File: config.mk
export PLATFORM = sky130hd
export DESIGN_NAME = perceptron_uart_loader_flat
export DESIGN_NICKNAME = d
export VERILOG_FILES = /design/src/rtl/perceptron_pkg.sv /design/src/rtl/perceptron_uart_loader_if.sv /design/src/rtl/perceptron_uart_loader_tx.sv /design/src/rtl/perceptron_uart_loader.sv /design/src/flat_wrapper.sv
export SDC_FILE = /design/constraint.sdc
export NUM_CORES = 1
export LEC_CHECK = 0
export ABC_AREA = 1
export CORE_ASPECT_RATIO = 1.5
export CORE_MARGIN = 5
export CORE_UTILIZATION = 40
export DETAILED_ROUTE_END_ITERATION = 8
export PLACE_DENSITY = 0.7
export SYNTH_ARGS = -nofsm -noshare
export SYNTH_HDL_FRONTEND = slang
export SYNTH_SLANG_ARGS = --single-unit
File: constraint.sdc
create_clock -name clk -period 1.8 [get_ports clk]
set_clock_uncertainty 0.05 [all_clocks]
set_input_delay 0.36 -clock clk [delete_from_list [all_inputs] [get_ports clk]]
set_output_delay 0.36 -clock clk [all_outputs]
set_load 0.05 [all_outputs]
File: src/rtl/perceptron_pkg.sv
// Shared definitions for the perceptron UART loader: word format,
// host command bytes and the loader FSM encoding.
package perceptron_pkg;

   localparam int WORD_W = 16;   // Q4.12 raw two's-complement word
   localparam int FRAC_W = 12;

   localparam logic [7:0] CMD_W = 8'h57;   // 'W' load both weights
   localparam logic [7:0] CMD_I = 8'h49;   // 'I' set inputs, return result
   localparam logic [7:0] CMD_R = 8'h52;   // 'R' read back weights

   typedef enum logic [2:0] {
      ST_IDLE       = 3'd0,
      ST_RX_PAYLOAD = 3'd1,
      ST_LOAD       = 3'd2,
      ST_SETTLE     = 3'd3,
      ST_TX         = 3'd4
   } state_t;

   // Whole-number value to Q4.12 bit pattern (wraps outside -8..7).
   function automatic logic [WORD_W-1:0] to_q(input int whole);
      return WORD_W'(whole <<< FRAC_W);
   endfunction

endpackage

File: src/rtl/perceptron_uart_loader_if.sv
// Byte-level UART side of the loader: receive strobe plus transmit
// valid/ready handshake. master = host/UART side, slave = loader.
interface perceptron_uart_loader_if;

   logic [7:0] rx_data;
   logic       rx_valid;
   logic [7:0] tx_data;
   logic       tx_valid;
   logic       tx_ready;

   modport master (
      output rx_data, rx_valid, tx_ready,
      input  tx_data, tx_valid
   );

   modport slave (
      input  rx_data, rx_valid, tx_ready,
      output tx_data, tx_valid
   );

endinterface

File: src/rtl/perceptron_uart_loader_tx.sv
// Response byte serializer: holds up to four bytes, presents them MSB
// byte first and advances one byte per accepted transfer.
module perceptron_uart_loader_tx (
   input  logic        clk,
   input  logic        rst_n,
   input  logic        load,
   input  logic [31:0] load_word,
   input  logic [2:0]  load_cnt,
   output logic [7:0]  tx_data,
   output logic        tx_valid,
   input  logic        tx_ready,
   output logic        done
);

   logic [31:0] buffer;
   logic [2:0]  left;
   logic        xfer;

   assign tx_valid = (left != 3'd0);
   assign tx_data  = buffer[31:24];
   assign xfer     = tx_valid && tx_ready;
   assign done     = xfer && (left == 3'd1);

   // Load a new response or shift the next byte up after each accept.
   always_ff @(posedge clk or negedge rst_n) begin
      if (!rst_n) begin
         buffer <= '0;
         left   <= '0;
      end else if (load) begin
         buffer <= load_word;
         left   <= load_cnt;
      end else if (xfer) begin
         buffer <= {buffer[23:0], 8'h00};
         left   <= left - 3'd1;
      end
   end

endmodule

File: src/rtl/perceptron_uart_loader.sv
// Host command decoder between the UART byte stream and the perceptron:
// assembles big-endian Q4.12 words, loads weights, drives inputs and
// returns the classification or a weight readback.
module perceptron_uart_loader
   import perceptron_pkg::*;
#(
   parameter int SETTLE_CYCLES  = 4,
   parameter int TIMEOUT_CYCLES = 120000,
   parameter int CNT_W          = 17
) (
   input  logic                    clk,
   input  logic                    rst_n,
   perceptron_uart_loader_if.slave uart,
   output logic [WORD_W-1:0]       weight1_new,
   output logic [WORD_W-1:0]       weight2_new,
   output logic                    weight1_ld,
   output logic                    weight2_ld,
   input  logic [WORD_W-1:0]       weight1,
   input  logic [WORD_W-1:0]       weight2,
   output logic [WORD_W-1:0]       IN1,
   output logic [WORD_W-1:0]       IN2,
   input  logic                    result,
   output logic                    busy,
   output logic                    frame_err
);

   localparam logic [CNT_W-1:0] SETTLE_LAST  = CNT_W'(SETTLE_CYCLES - 1);
   localparam logic [CNT_W-1:0] TIMEOUT_LAST = CNT_W'(TIMEOUT_CYCLES - 1);

   state_t           state, state_nxt;
   logic             is_w;        // current frame is a weight load
   logic [1:0]       bcnt;        // payload bytes already taken
   logic [23:0]      asm_q;       // first three payload bytes
   logic [CNT_W-1:0] cnt;         // idle timeout / settle counter
   logic [31:0]      frame;
   logic             last_byte;
   logic             tx_load, tx_done;
   logic [31:0]      tx_word;
   logic [2:0]       tx_cnt;
   logic             abort, overrun, ld;

   assign frame     = {asm_q, uart.rx_data};
   assign last_byte = (state == ST_RX_PAYLOAD) && uart.rx_valid && (bcnt == 2'd3);

   assign weight1_ld = ld;
   assign weight2_ld = ld;
   assign busy       = (state != ST_IDLE);

   // State register.
   always_ff @(posedge clk or negedge rst_n) begin
      if (!rst_n) state <= ST_IDLE;
      else        state <= state_nxt;
   end

   // Next state, serializer loads, load strobe and error conditions.
   always_comb begin
      state_nxt = state;
      tx_load   = 1'b0;
      tx_word   = '0;
      tx_cnt    = '0;
      abort     = 1'b0;
      overrun   = 1'b0;
      ld        = 1'b0;
      case (state)
         ST_IDLE: begin
            if (uart.rx_valid) begin
               if (uart.rx_data == CMD_W || uart.rx_data == CMD_I) begin
                  state_nxt = ST_RX_PAYLOAD;
               end else if (uart.rx_data == CMD_R) begin
                  // weights are snapshotted into the serializer right here
                  state_nxt = ST_TX;
                  tx_load   = 1'b1;
                  tx_word   = {weight1, weight2};
                  tx_cnt    = 3'd4;
               end
            end
         end
         ST_RX_PAYLOAD: begin
            if (last_byte) begin
               state_nxt = is_w ? ST_LOAD : ST_SETTLE;
            end else if (!uart.rx_valid && cnt == TIMEOUT_LAST) begin
               abort     = 1'b1;
               state_nxt = ST_IDLE;
            end
         end
         ST_LOAD: begin
            ld        = 1'b1;
            overrun   = uart.rx_valid;
            state_nxt = ST_IDLE;
         end
         ST_SETTLE: begin
            overrun = uart.rx_valid;
            if (cnt == SETTLE_LAST) begin
               state_nxt = ST_TX;
               tx_load   = 1'b1;
               tx_word   = {7'b0, result, 24'b0};
               tx_cnt    = 3'd1;
            end
         end
         ST_TX: begin
            overrun = uart.rx_valid;
            if (tx_done) state_nxt = ST_IDLE;
         end
         default: state_nxt = ST_IDLE;
      endcase
   end

   // Shared counter: idle gap in RX_PAYLOAD, elapsed cycles in SETTLE.
   always_ff @(posedge clk or negedge rst_n) begin
      if (!rst_n) begin
         cnt <= '0;
      end else if (state_nxt != state) begin
         cnt <= '0;
      end else if (state == ST_RX_PAYLOAD && uart.rx_valid) begin
         cnt <= '0;
      end else if (state == ST_RX_PAYLOAD || state == ST_SETTLE) begin
         cnt <= cnt + CNT_W'(1);
      end
   end

   // Frame assembly and the held output words; partial frames never
   // touch weight_new or IN1/IN2 because those only load on the 4th byte.
   always_ff @(posedge clk or negedge rst_n) begin
      if (!rst_n) begin
         is_w        <= 1'b0;
         bcnt        <= '0;
         asm_q       <= '0;
         weight1_new <= '0;
         weight2_new <= '0;
         IN1         <= '0;
         IN2         <= '0;
         frame_err   <= 1'b0;
      end else begin
         if (state == ST_IDLE && uart.rx_valid) is_w <= (uart.rx_data == CMD_W);
         if (state != ST_RX_PAYLOAD)  bcnt <= '0;
         else if (uart.rx_valid)      bcnt <= bcnt + 2'd1;
         if (state == ST_RX_PAYLOAD && uart.rx_valid) asm_q <= frame[23:0];
         if (last_byte && is_w)  {weight1_new, weight2_new} <= frame;
         if (last_byte && !is_w) {IN1, IN2} <= frame;
         frame_err <= abort | overrun;
      end
   end

   perceptron_uart_loader_tx u_tx (
      .clk       (clk),
      .rst_n     (rst_n),
      .load      (tx_load),
      .load_word (tx_word),
      .load_cnt  (tx_cnt),
      .tx_data   (uart.tx_data),
      .tx_valid  (uart.tx_valid),
      .tx_ready  (uart.tx_ready),
      .done      (tx_done)
   );

endmodule
File: src/flat_wrapper.sv
// flat-port wrapper written by rule: the top's interface ports become plain ports
module perceptron_uart_loader_flat import perceptron_pkg::*;
#(
   parameter int SETTLE_CYCLES  = 4,
   parameter int TIMEOUT_CYCLES = 120000,
   parameter int CNT_W          = 17
)
  (clk, rst_n, weight1_new, weight2_new, weight1_ld, weight2_ld, weight1, weight2, IN1, IN2, result, busy, frame_err, uart_rx_data, uart_rx_valid, uart_tx_ready, uart_tx_data, uart_tx_valid);
  perceptron_uart_loader_if uart_i ();
  input  logic clk;
  input  logic rst_n;
  output logic [WORD_W-1:0] weight1_new;
  output logic [WORD_W-1:0] weight2_new;
  output logic weight1_ld;
  output logic weight2_ld;
  input  logic [WORD_W-1:0] weight1;
  input  logic [WORD_W-1:0] weight2;
  output logic [WORD_W-1:0] IN1;
  output logic [WORD_W-1:0] IN2;
  input  logic result;
  output logic busy;
  output logic frame_err;
  input wire logic [$bits(uart_i.rx_data)-1:0] uart_rx_data;
  input wire logic [$bits(uart_i.rx_valid)-1:0] uart_rx_valid;
  input wire logic [$bits(uart_i.tx_ready)-1:0] uart_tx_ready;
  output wire logic [$bits(uart_i.tx_data)-1:0] uart_tx_data;
  output wire logic [$bits(uart_i.tx_valid)-1:0] uart_tx_valid;
  assign uart_i.rx_data = uart_rx_data;
  assign uart_i.rx_valid = uart_rx_valid;
  assign uart_i.tx_ready = uart_tx_ready;
  assign uart_tx_data = uart_i.tx_data;
  assign uart_tx_valid = uart_i.tx_valid;
  perceptron_uart_loader #(.SETTLE_CYCLES(SETTLE_CYCLES), .TIMEOUT_CYCLES(TIMEOUT_CYCLES), .CNT_W(CNT_W)) u_core (.clk(clk), .rst_n(rst_n), .uart(uart_i), .weight1_new(weight1_new), .weight2_new(weight2_new), .weight1_ld(weight1_ld), .weight2_ld(weight2_ld), .weight1(weight1), .weight2(weight2), .IN1(IN1), .IN2(IN2), .result(result), .busy(busy), .frame_err(frame_err));
endmodule
# --- After elaboration in Yosys (flattened, before gate mapping) ---
# Cells that the tools add are included.
op_classes:
  n_addsub: 3
  eq_ne: 13
  muxes: 38
  bitwise_logic: 1
  n_reduce_logical: 19
op_table:
  columns: ["op", "n"]
  rows:
  - ["$mux 32", 5]
  - ["$pmux 32 s2", 1]
  - ["$mux 17", 3]
  - ["$mux 3", 12]
  - ["$mux 25", 1]
  - ["$eq 8x7->1 const B", 3]
  - ["$add 17x1->17 const B", 1]
  - ["$eq 17x17->1 const B", 1]
  - ["$eq 17x2->1 const B", 1]
  - ["$pmux 3 s4", 1]
  - ["$mux 1", 11]
  - ["$reduce_bool 3->1", 3]
  - ["$logic_and 1x1->1", 8]
  - ["$eq 3x1->1 const B", 2]
  - ["$eq 3x2->1 const B", 2]
  - ["$pmux 3 s2", 1]
  - ["$mux 2", 2]
  - ["$reduce_bool 2->1", 2]
  - ["$eq 3x3->1 const B", 1]
  - ["$logic_not 3->1", 1]
  - ["$ne 3x1->1 const B", 1]
  - ["$ne 3x3->1", 1]
  - ["$reduce_or 3->1", 1]
  - ["$sub 3x1->3 const B", 1]
  - ["6 further kinds", 8]
totals:
  register_bits: 147
  in_bits: 45
  output_inout_bits: 77
  word_cells: 86

# --- Depth between registers and ports, before layout ---
# Gate-level depths: netlist (run 1).
logic_depth:
  depth_word: 7
  mapped_depth: 14
  ltp_nobuf: 13

# --- Modules after synthesis ---
# Synthesis (run 1) repeated with hierarchy kept, for this count alone.
hier_totals:
  hier_cells: 839
  area_unflattened_um2: 7040.5
modules_own_cells:
  columns: ["mod", "instances", "cells_per_inst", "area_per_inst_um2", "seq_area_each_um2"]
  rows:
  - ["perceptron_uart_loader", 1, 610, 5118.7, 2802.7]
  - ["perceptron_uart_loader_tx", 1, 229, 1921.8, 875.8]

# --- Least setup slack after synthesis (run 1) ---
# Ideal clock, no wire load.
synth_timing:
  kind: "flip-flop to output port"
  startpoint: "reg u_core.state[2]"
  endpoint: "out weight2_ld"
  arrival_ns: 1.982
  t_required_ns: 1.390
  setup_slack_ns: -0.592
  path_stages_with_launch: 3
  n_path_buf: 1
  cell_sequence: "dfrtp_1 > nor3_1 > buf_4"
synth_between:
  elab_chain_len: 2
synth_lines:
  columns: ["item", "line", "source"]
  rows:
  - ["start: declaration", "perceptron_uart_loader.sv:30", "state_t state, state_nxt;"]
  - ["start signal: assignment", "perceptron_uart_loader.sv:52", "else state <= state_nxt;"]
  - ["$eq 3x2->1", "perceptron_uart_loader.sv:64", "case (state)"]
  - ["$mux 1", "perceptron_uart_loader.sv:64", null]
  - ["end: declaration", "flat_wrapper.sv:15", "output logic weight2_ld;"]
# No other way between the ends.

# --- Worst setup path after layout (run 1) ---
layout_timing:
  startpoint: "reg u_core.cnt[9]"
  endpoint: "reg u_core.cnt[11]"
layout_between:
  elab_chain_len: 7
  elab_cells_between_ends: 13
  cone_classes: "1 x add/sub; 3 x eq/ne; 7 x mux; 2 x reduce/logical"
layout_lines:
  columns: ["item", "line", "source"]
  rows:
  - ["start: declaration", "perceptron_uart_loader.sv:34", "logic [CNT_W-1:0] cnt;"]
  - ["start signal: assignment", "perceptron_uart_loader.sv:117", "cnt <= cnt + CNT_W'(1);"]
  - ["$eq 17x17->1", "perceptron_uart_loader.sv:81", "end else if (!uart.rx_valid && cnt == TIMEOUT_LAST) begin"]
  - ["$logic_and 1x1->1", "perceptron_uart_loader.sv:81", null]
  - ["$mux 3", "perceptron_uart_loader.sv:81", null]
  - ["$mux 3", "perceptron_uart_loader.sv:79", "if (last_byte) begin"]
  - ["$pmux 3 s4 (*)", "perceptron_uart_loader.sv:64", null]
  - ["named net u_core.state_nxt[2]", "perceptron_uart_loader.sv:30", null]
  - ["$ne 3x3->1 (*)", "perceptron_uart_loader.sv:112", "end else if (state_nxt != state) begin"]
  - ["$reduce_bool 3->1 (no line) or $mux 17 (tied branches)", null, null]
# The timed path passes the listed nets; every way through them passes the cells marked *. The select of a mux whose other input is x is not followed.
# A chain may end at the register's enable or synchronous reset.

==> results of run 1 <==
metrics by stage:
stage | power, mW | setup slack (ps) | area (µm²) | hold slack (ps) | std cells
after floorplan | 6.098 | 3.967 | 6713 | 14.41 | 765
after detailed placement | 7.141 | -510.8 | 8448 | 268.2 | 1118
final | 11.18 | -26.35 | 9434 | 198.4 | 1165
after global placement | 7.077 | -475.3 | 8448 | 273.2 | 1118
after global routing | 11.80 | -102.6 | 9434 | 236.4 | 1165
after CTS | 10.96 | 3.304 | 9165 | 403.5 | 1155
worst max path at each step:
stage	cells after the start	to	slack (ps)	from
2_1_floorplan	11	u_core.cnt[14]$_DFFE_PN0P_	4	u_core.state[0]$_DFF_PN0_
3_3_place_gp	14	u_core.cnt[0]$_DFFE_PN0P_	-480	uart_rx_data[6]
3_5_place_dp	14	u_core.cnt[16]$_DFFE_PN0P_	-510	uart_rx_data[6]
4_1_cts	4	weight2_ld	3	u_core.state[0]$_DFF_PN0_
5_1_grt	12	u_core.cnt[16]$_DFFE_PN0P_	-100	u_core.cnt[6]$_DFFE_PN0P_
6_report	13	u_core.cnt[11]$_DFFE_PN0P_	-30	u_core.cnt[9]$_DFFE_PN0P_
synth_stat cells, drive strengths merged:
cell	instances
a21boi	1
a21oi	4
a22o	1
a22oi	1
a31oi	11
a32oi	2
a41oi	1
buf	22
clkbuf	18
clkinv	1
dfrtp	147
ha	5
inv	83
nand2	188
nand3	35
nand3b	1
nand4	10
nor2	73
nor3	9
nor4	2
o2111ai	1
o211ai	1
o21ai	143
o31ai	1
or2	2
xor2	2
state kept, by name, indices dropped and copies added, names as in the netlist:
name / flops
u_core.state: 3
u_core.weight2_new: 16
u_core.is_w: 1
u_core.frame_err: 1
u_core.bcnt: 2
u_core.u_tx.buffer: 32
u_core.cnt: 17
u_core.weight1_new: 16
u_core.IN2: 16
u_core.asm_q: 24
u_core.u_tx.left: 3
u_core.IN1: 16
report_power, final:
part,internal [mW],total [mW],switching (mW)
logic,1.26,3.18,1.92
registers,3.91,4.25,0.340
clock network,2.27,3.76,1.49
total,7.43,11.2,3.75
area by class of cell:
| type | count | area (µm²) | area share [%] |
|---|---|---|---|
| Tap cell | 210 | 262.8 | 2.785 |
| Inverter | 84 | 332.8 | 3.528 |
| Sequential cell | 147 | 3680 | 39.01 |
| Multi-Input combinational cell | 494 | 2655 | 28.14 |
| Clock inverter | 14 | 190.2 | 2.016 |
| Timing Repair Buffer | 198 | 1874 | 19.87 |
| Clock buffer | 18 | 439.2 | 4.655 |
logic make-up after synthesis:
kind of cell	count (synthesis)	share of synthesized area (%)
DFF	147	55.08
buffers and inverters	124	8.055
adders and majority gates	5	0.9367
and+or+nand+nor	320	22.52
AOI/OAI and AO/OA	167	13.15
xor gates and xnor gates	2	0.2623
cells in the final DEF (no fill, tap or decap), types with 4 or more instances in the layout:
cell                              instances
sky130_fd_sc_hd__dfrtp_1                146
sky130_fd_sc_hd__buf_12                  16
sky130_fd_sc_hd__inv_2                   14
sky130_fd_sc_hd__nand4_1                 10
sky130_fd_sc_hd__nor2_2                   9
sky130_fd_sc_hd__nand2_4                  5
sky130_fd_sc_hd__a21oi_1                  4
sky130_fd_sc_hd__nand3_1                 27
sky130_fd_sc_hd__nand3_2                  5
sky130_fd_sc_hd__clkdlybuf4s50_1         39
sky130_fd_sc_hd__nor3_1                   7
sky130_fd_sc_hd__nand2_1                173
sky130_fd_sc_hd__inv_4                    4
sky130_fd_sc_hd__nand2_2                  9
sky130_fd_sc_hd__buf_4                  131
sky130_fd_sc_hd__o21ai_1                 21
sky130_fd_sc_hd__dlymetal6s2s_1           4
sky130_fd_sc_hd__inv_6                    5
sky130_fd_sc_hd__clkbuf_16               20
sky130_fd_sc_hd__inv_1                   64
sky130_fd_sc_hd__buf_6                    4
sky130_fd_sc_hd__nor2_1                  44
sky130_fd_sc_hd__o21ai_0                121
sky130_fd_sc_hd__nor2_4                  17
sky130_fd_sc_hd__a31oi_1                 10
layer usage:
metal,vias up,part of all wire (%),GRT usage (%)
met1,2720,39,21.97
met4,0,2.3,6.691
met3,32,4.8,3.236
met5,-,0,0
met2,158,54,31.00
li1,2837,-,-
worst register-to-register path, cell delays in order, from the launching register on:
cell                        delay, ps
sky130_fd_sc_hd__dfrtp_1          390
sky130_fd_sc_hd__nor2_2           180
sky130_fd_sc_hd__nand3_1          100
sky130_fd_sc_hd__nor2_2           120
sky130_fd_sc_hd__buf_6            130
sky130_fd_sc_hd__nand3_4          100
sky130_fd_sc_hd__nand2_8          100
sky130_fd_sc_hd__inv_8             40
sky130_fd_sc_hd__nand2_4           60
sky130_fd_sc_hd__nor2_4            40
sky130_fd_sc_hd__nor2_4            90
sky130_fd_sc_hd__nand2_4           90
sky130_fd_sc_hd__clkbuf_16        180
sky130_fd_sc_hd__nor2_4            90
timing repair:
item / 4_1_cts / 5_1_grt
buffers inserted: 4 / 7
gates resized for setup: 16 / 53
setup endpoints to repair: 44 / 46
pin swaps: 11 / 9
cloned: 0 / 3
hold buffers: 1 / 0
hold endpoints to repair: 36 / 0
==> impl_metrics.csv, run 1 <==
group,metric,value,unit
status,status,"finished with violations",
status,failing_checks,"setup timing",
die,io_pins,122,
cts,clk_root_buffer_cell,"sky130_fd_sc_hd__clkbuf_16",
timing,final.period_utilization,101.5,%
timing,worst_slew_pin_slew,434.1,ps
setup_path,worst_path_largest_cell_delay,390,ps
cts,clk_latency,420,ps
die,fp.coreArea,16620,µm²
setup_path,family_with_the_most_delay_on_the_worst_path,"simple AND/OR/NAND/NOR gates",
job,drv.max_cap_violation_count,0,
timing,fin_setup_tns,-96.71,ps
timing,timing.final.max_slew_violations,0,
final_layout,n_antenna_cell,0,
pwr,p_leak,4.515,nW
synth,synthesis.area_per_instance,8.731,µm²
setup_path,worst_reg_to_reg_path_cell_count,13,
setup_path,setup.worst_path.start_class,"flip-flop",
hold_path,worstHoldEndpoint,"u_core.asm_q[5]$_DFFE_PN0P_",
routing,dr.pass1.iters,6,
final_layout,final_core_util,56.77,%
timing,hold_violations,0,
routing,number_of_vias_after_detailed_routing,5747,
synth,synth_sequential_area_ratio,55.08,%
global_route,first_global_vias,5597,
synth,synth_nets,815,
synth,synthesis.instances,765,
final_layout,final_layout_size_suffix_gt1_share,28.17,%
timing,final_ws_setup,-26.35,ps
global_route,grt_pass1_wl,27680,µm
timing,setup_repair_after_global_routing_missed_its_margin,"true",
final_layout,n_fill_cell,1427,
hold_path,hold_depth,3,
synth,synth.distinct_cells,41,
synth,synth_seq_cells,147,
cts,tritoncts,"yes",
routing,avgRoutedWirePerCell,15.08,µm
setup_path,critical_path.max_fanout,5,
cts,clk_pin_slew_worst_paths,60,ps
routing,detail_route.vias_per_cell,4.933,
place,gp_congestion,0.8824,
setup_path,critPathMostFrequentCell,"sky130_fd_sc_hd__nor2_4",
place,hpwlAfterDp,12160,µm
setup_path,rrSetupSlack,-30,ps
place,port_buffers,121,
die,dieArea,19430,µm²
synth,netlist_top_cells_area,"sky130_fd_sc_hd__dfrtp_1 (55%), sky130_fd_sc_hd__nand2_1 (10%), sky130_fd_sc_hd__o21ai_0 (9.5%)",
cts,cts.sinks,147,
routing,route.final.wire_length,17570,µm
pwr,max-vdd-ir-drop,0.6990,mV
synth,synth_largest_area_cell,"sky130_fd_sc_hd__dfrtp_1",
global_route,grt_max_degree,47,
setup_path,critical_path.reg2reg.endpoint,"u_core.cnt[11]$_DFFE_PN0P_",
routing,drt_iter0_drc,476,
cts,cts_max_level,4,
final_layout,num-nets-final,992,
die,die_width,115.5,µm
setup_path,timing_worst_setup_path_type,"reg -> reg",
global_route,grt_overflow_total,0,
timing,max_slew_margin,71.06,%
timing,report.final.setup_viol,5,
timing,fmaxAchievable,547.5,MHz
die,floorplan.initialDensity,40.19,%
timing,post-route-min-period,1826,ps
synth,yosysWarningCount,0,
die,rows,58,
pwr,p_per_area,1185,nW/µm²
routing,drc_errors,0,
setup_path,timing.critical_path.cells,"nor2_2 -> nand3_1 -> nor2_2 -> buf_6 -> nand3_4 -> nand2_8 -> inv_8 -> nand2_4 -> nor2_4 -> nor2_4 -> nand2_4 -> clkbuf_16 -> nor2_4",
die,die_height,168.3,µm
final_layout,syn2layout_area_growth,41.25,%
setup_path,critPathBufInv,3,
setup_path,arrival,2130,ps
synth,syn-cell-area,6679,µm²
global_route,antenna_violations_before_repair,0,
setup_path,end_kind,"flip-flop",
cts,numCtsBuffers,17,
setup_path,r2r-start,"u_core.cnt[9]$_DFFE_PN0P_",
hold_path,hp-start,"uart_rx_data[5]",
routing,antenna_left,0,
synth,netlist.area_leader.share,55.08,%
global_route,global_route.usage.total,17.90,%
hold_path,timing.hold.worst.class,"in -> reg",
setup_path,worstPathRequired,2100,ps
cts,clockBufferDepth,2,
setup_path,critical-path-slowest-cell,"sky130_fd_sc_hd__dfrtp_1",
Power figures use the tool's default switching activity.
==> inputs of run 2 (changes only) <==
--- a/config.mk
+++ b/config.mk
@@ -8,9 +8,9 @@
 export ABC_AREA = 1
 export CORE_ASPECT_RATIO = 1.5
 export CORE_MARGIN = 5
-export CORE_UTILIZATION = 40
+export CORE_UTILIZATION = 47
 export DETAILED_ROUTE_END_ITERATION = 8
-export PLACE_DENSITY = 0.7
+export PLACE_DENSITY = 0.8
 export SYNTH_ARGS = -nofsm -noshare
 export SYNTH_HDL_FRONTEND = slang
 export SYNTH_SLANG_ARGS = --single-unit
==> impl_metrics.csv, run 2 (synthesis gave the netlist of run 1 again) <==
group,metric,value,unit
final_layout,final_core_util,66.65,%
pwr,max-vdd-ir-drop,0.6663,mV
routing,dr.pass1.iters,5,
global_route,antenna_violations_before_repair,0,
setup_path,worstPathRequired,1390,ps
die,io_pins,122,
setup_path,timing_worst_setup_path_type,"reg -> out",
cts,cts.sinks,147,
die,die_width,107.3,µm
cts,clk_pin_slew_worst_paths,60,ps
timing,post-route-min-period,1823,ps
place,dpl-instance-area,8431,µm²
die,fp.coreArea,13990,µm²
setup_path,critical_path.max_fanout,3,
setup_path,critical-path-slowest-cell,"sky130_fd_sc_hd__dfrtp_2",
timing,final.period_utilization,101.3,%
routing,route.final.wire_length,18090,µm
setup_path,arrival,1410,ps
timing,final_ws_setup,-22.95,ps
setup_path,family_with_the_most_delay_on_the_worst_path,"flip-flops",
final_layout,top_register,"u_core.u_tx.buffer",
cts,numCtsBuffers,17,
final_layout,syn2layout_area_growth,39.62,%
global_route,grt_overflow_total,0,
global_route,grt_max_degree,53,
timing,max_slew_margin,68.48,%
cts,tritoncts,"yes",
setup_path,rrSetupSlack,0,ps
routing,number_of_vias_after_detailed_routing,5999,
die,die_height,156,µm
final_layout,largestRegisters,"u_core.u_tx.buffer (32), u_core.asm_q (24), u_core.cnt (17)",
timing,hold_violations,0,
routing,drt_iter0_drc,303,
global_route,grt_pass1_wl,28460,µm
global_route,global_route.usage.total,21.49,%
die,dieArea,16740,µm²
timing,worst_slew_pin_slew,468.5,ps
final_layout,num-nets-final,999,
routing,drc_errors,0,
timing,fmaxAchievable,548.6,MHz
routing,avgRoutedWirePerCell,15.68,µm
final_layout,n_fill_cell,1083,
cts,clk_root_buffer_cell,"sky130_fd_sc_hd__clkbuf_16",
setup_path,end_kind,"primary output",
final_layout,n_antenna_cell,0,
place,port_buffers,121,
routing,antenna_left,0,
final_layout,largest_reg_flops,32,
die,rows,53,
place,gp_congestion,0.8797,
job,drv.max_cap_violation_count,0,
setup_path,setup.worst_path.start_class,"flip-flop",
setup_path,worst_path_largest_cell_delay,480,ps
timing,timing.final.max_slew_violations,0,
timing,setup_repair_after_global_routing_missed_its_margin,"true",
timing,report.final.setup_viol,5,
hold_path,timing.hold.worst.class,"in -> reg",
pwr,p_leak,4.458,nW
setup_path,timing.critical_path.cells,"nor3_4 -> buf_12",
cts,clockBufferDepth,2,
die,floorplan.initialDensity,47.73,%
pwr,p_per_area,1195,nW/µm²
final_layout,mostFrequentLayoutCell,"sky130_fd_sc_hd__nand2_1",
final_layout,final_layout_size_suffix_gt1_share,28.07,%
global_route,first_global_vias,5936,
cts,cts_max_level,4,
final_layout,layout_common_cells,"sky130_fd_sc_hd__nand2_1 (177), sky130_fd_sc_hd__dfrtp_1 (146), sky130_fd_sc_hd__buf_4 (138)",
setup_path,critPathBufInv,1,
status,failing_checks,"setup timing",
place,hpwlAfterDp,12580,µm
status,status,"finished with violations",
cts,clk_latency,420,ps
final_layout,final_cell_area,9325,µm²
routing,detail_route.vias_per_cell,5.198,
-- run 2: tightest hold or removal path, delay by kind of cell --
| family | cells | cell delay (ps) |
|---|---|---|
| buffers and inverters | 1 | 190 |
| AOI/OAI and AO/OA | 1 | 70 |
| and+or+nand+nor | 1 | 80 |
-- run 2: power by group --
part           internal, mW  total (mW)  switching [mW]
Combinational          1.24        3.19            1.95
Sequential             3.91        4.28           0.373
Clock                  2.24        3.67            1.43
Total                  7.39        11.1            3.75
-- run 2: timing repair --
item                                   in CTS  in global routing
gates cloned                                0                  4
resized for setup                           6                 76
pin swaps                                   2                 10
endpoints found under the hold margin      29                  0
hold buffers                                1                  0
setup endpoints to repair                  38                 47
setup buffers                               4                  4
-- run 2: per-layer routing --
layer | vias to the layer above | wire, µm | share of wire (%) | global-route usage, %
met1 | 2906 | 6701 | 37 | 24.08
met2 | 189 | 9980 | 55 | 39.06
met3 | 52 | 727 | 4.0 | 4.431
met4 | 0 | 680 | 3.8 | 9.446
li1 | 2852 | - | - | -
met5 | - | 0 | 0 | 0
-- run 2: worst paths after layout --
| kind | start | endpoint | cells past startpoint |
|---|---|---|---|
| setup / recovery | u_core.state[2]$_DFF_PN0_ | weight2_ld | 2 |
| hold / removal | uart_rx_data[6] | u_core.asm_q[6]$_DFFE_PN0P_ | 3 |
| setup reg to reg | u_core.cnt[1]$_DFFE_PN0P_ | u_core.cnt[12]$_DFFE_PN0P_ | 12 |
| hold reg to reg | u_core.asm_q[2]$_DFFE_PN0P_ | u_core.asm_q[10]$_DFFE_PN0P_ | 2 |
| max in group asynchronous | rst_n | u_core.state[2]$_DFF_PN0_ | 3 |
| min in group asynchronous | rst_n | u_core.weight1_new[14]$_DFFE_PN0P_ | 2 |
-- run 2: layout make-up --
type	instances	area (µm²)	area share [%]
Timing Repair Buffer	205	1832	19.64
Tap cell	192	240.2	2.576
Sequential cell	147	3680	39.46
Clock buffer	19	442.9	4.750
Inverter	84	334.1	3.582
Clock inverter	13	173.9	1.865
Multi-Input combinational cell	494	2623	28.12
-- run 2: stage by stage --
step           hold slack, ps  TNS [ps]  total power [mW]  cells  worst slack, ps
6_report                281.8    -53.87             11.14   1154           -22.95
4_1_cts                 363.2    -45.51             10.86   1146           -22.80
3_3_place_gp            224.4    -32260             7.005   1109           -377.9
2_1_floorplan           14.41         0             6.098    765            3.967
3_5_place_dp            225.8    -38330             7.116   1109           -429.1
5_1_grt                 293.0     -2588             11.68   1154           -109.9
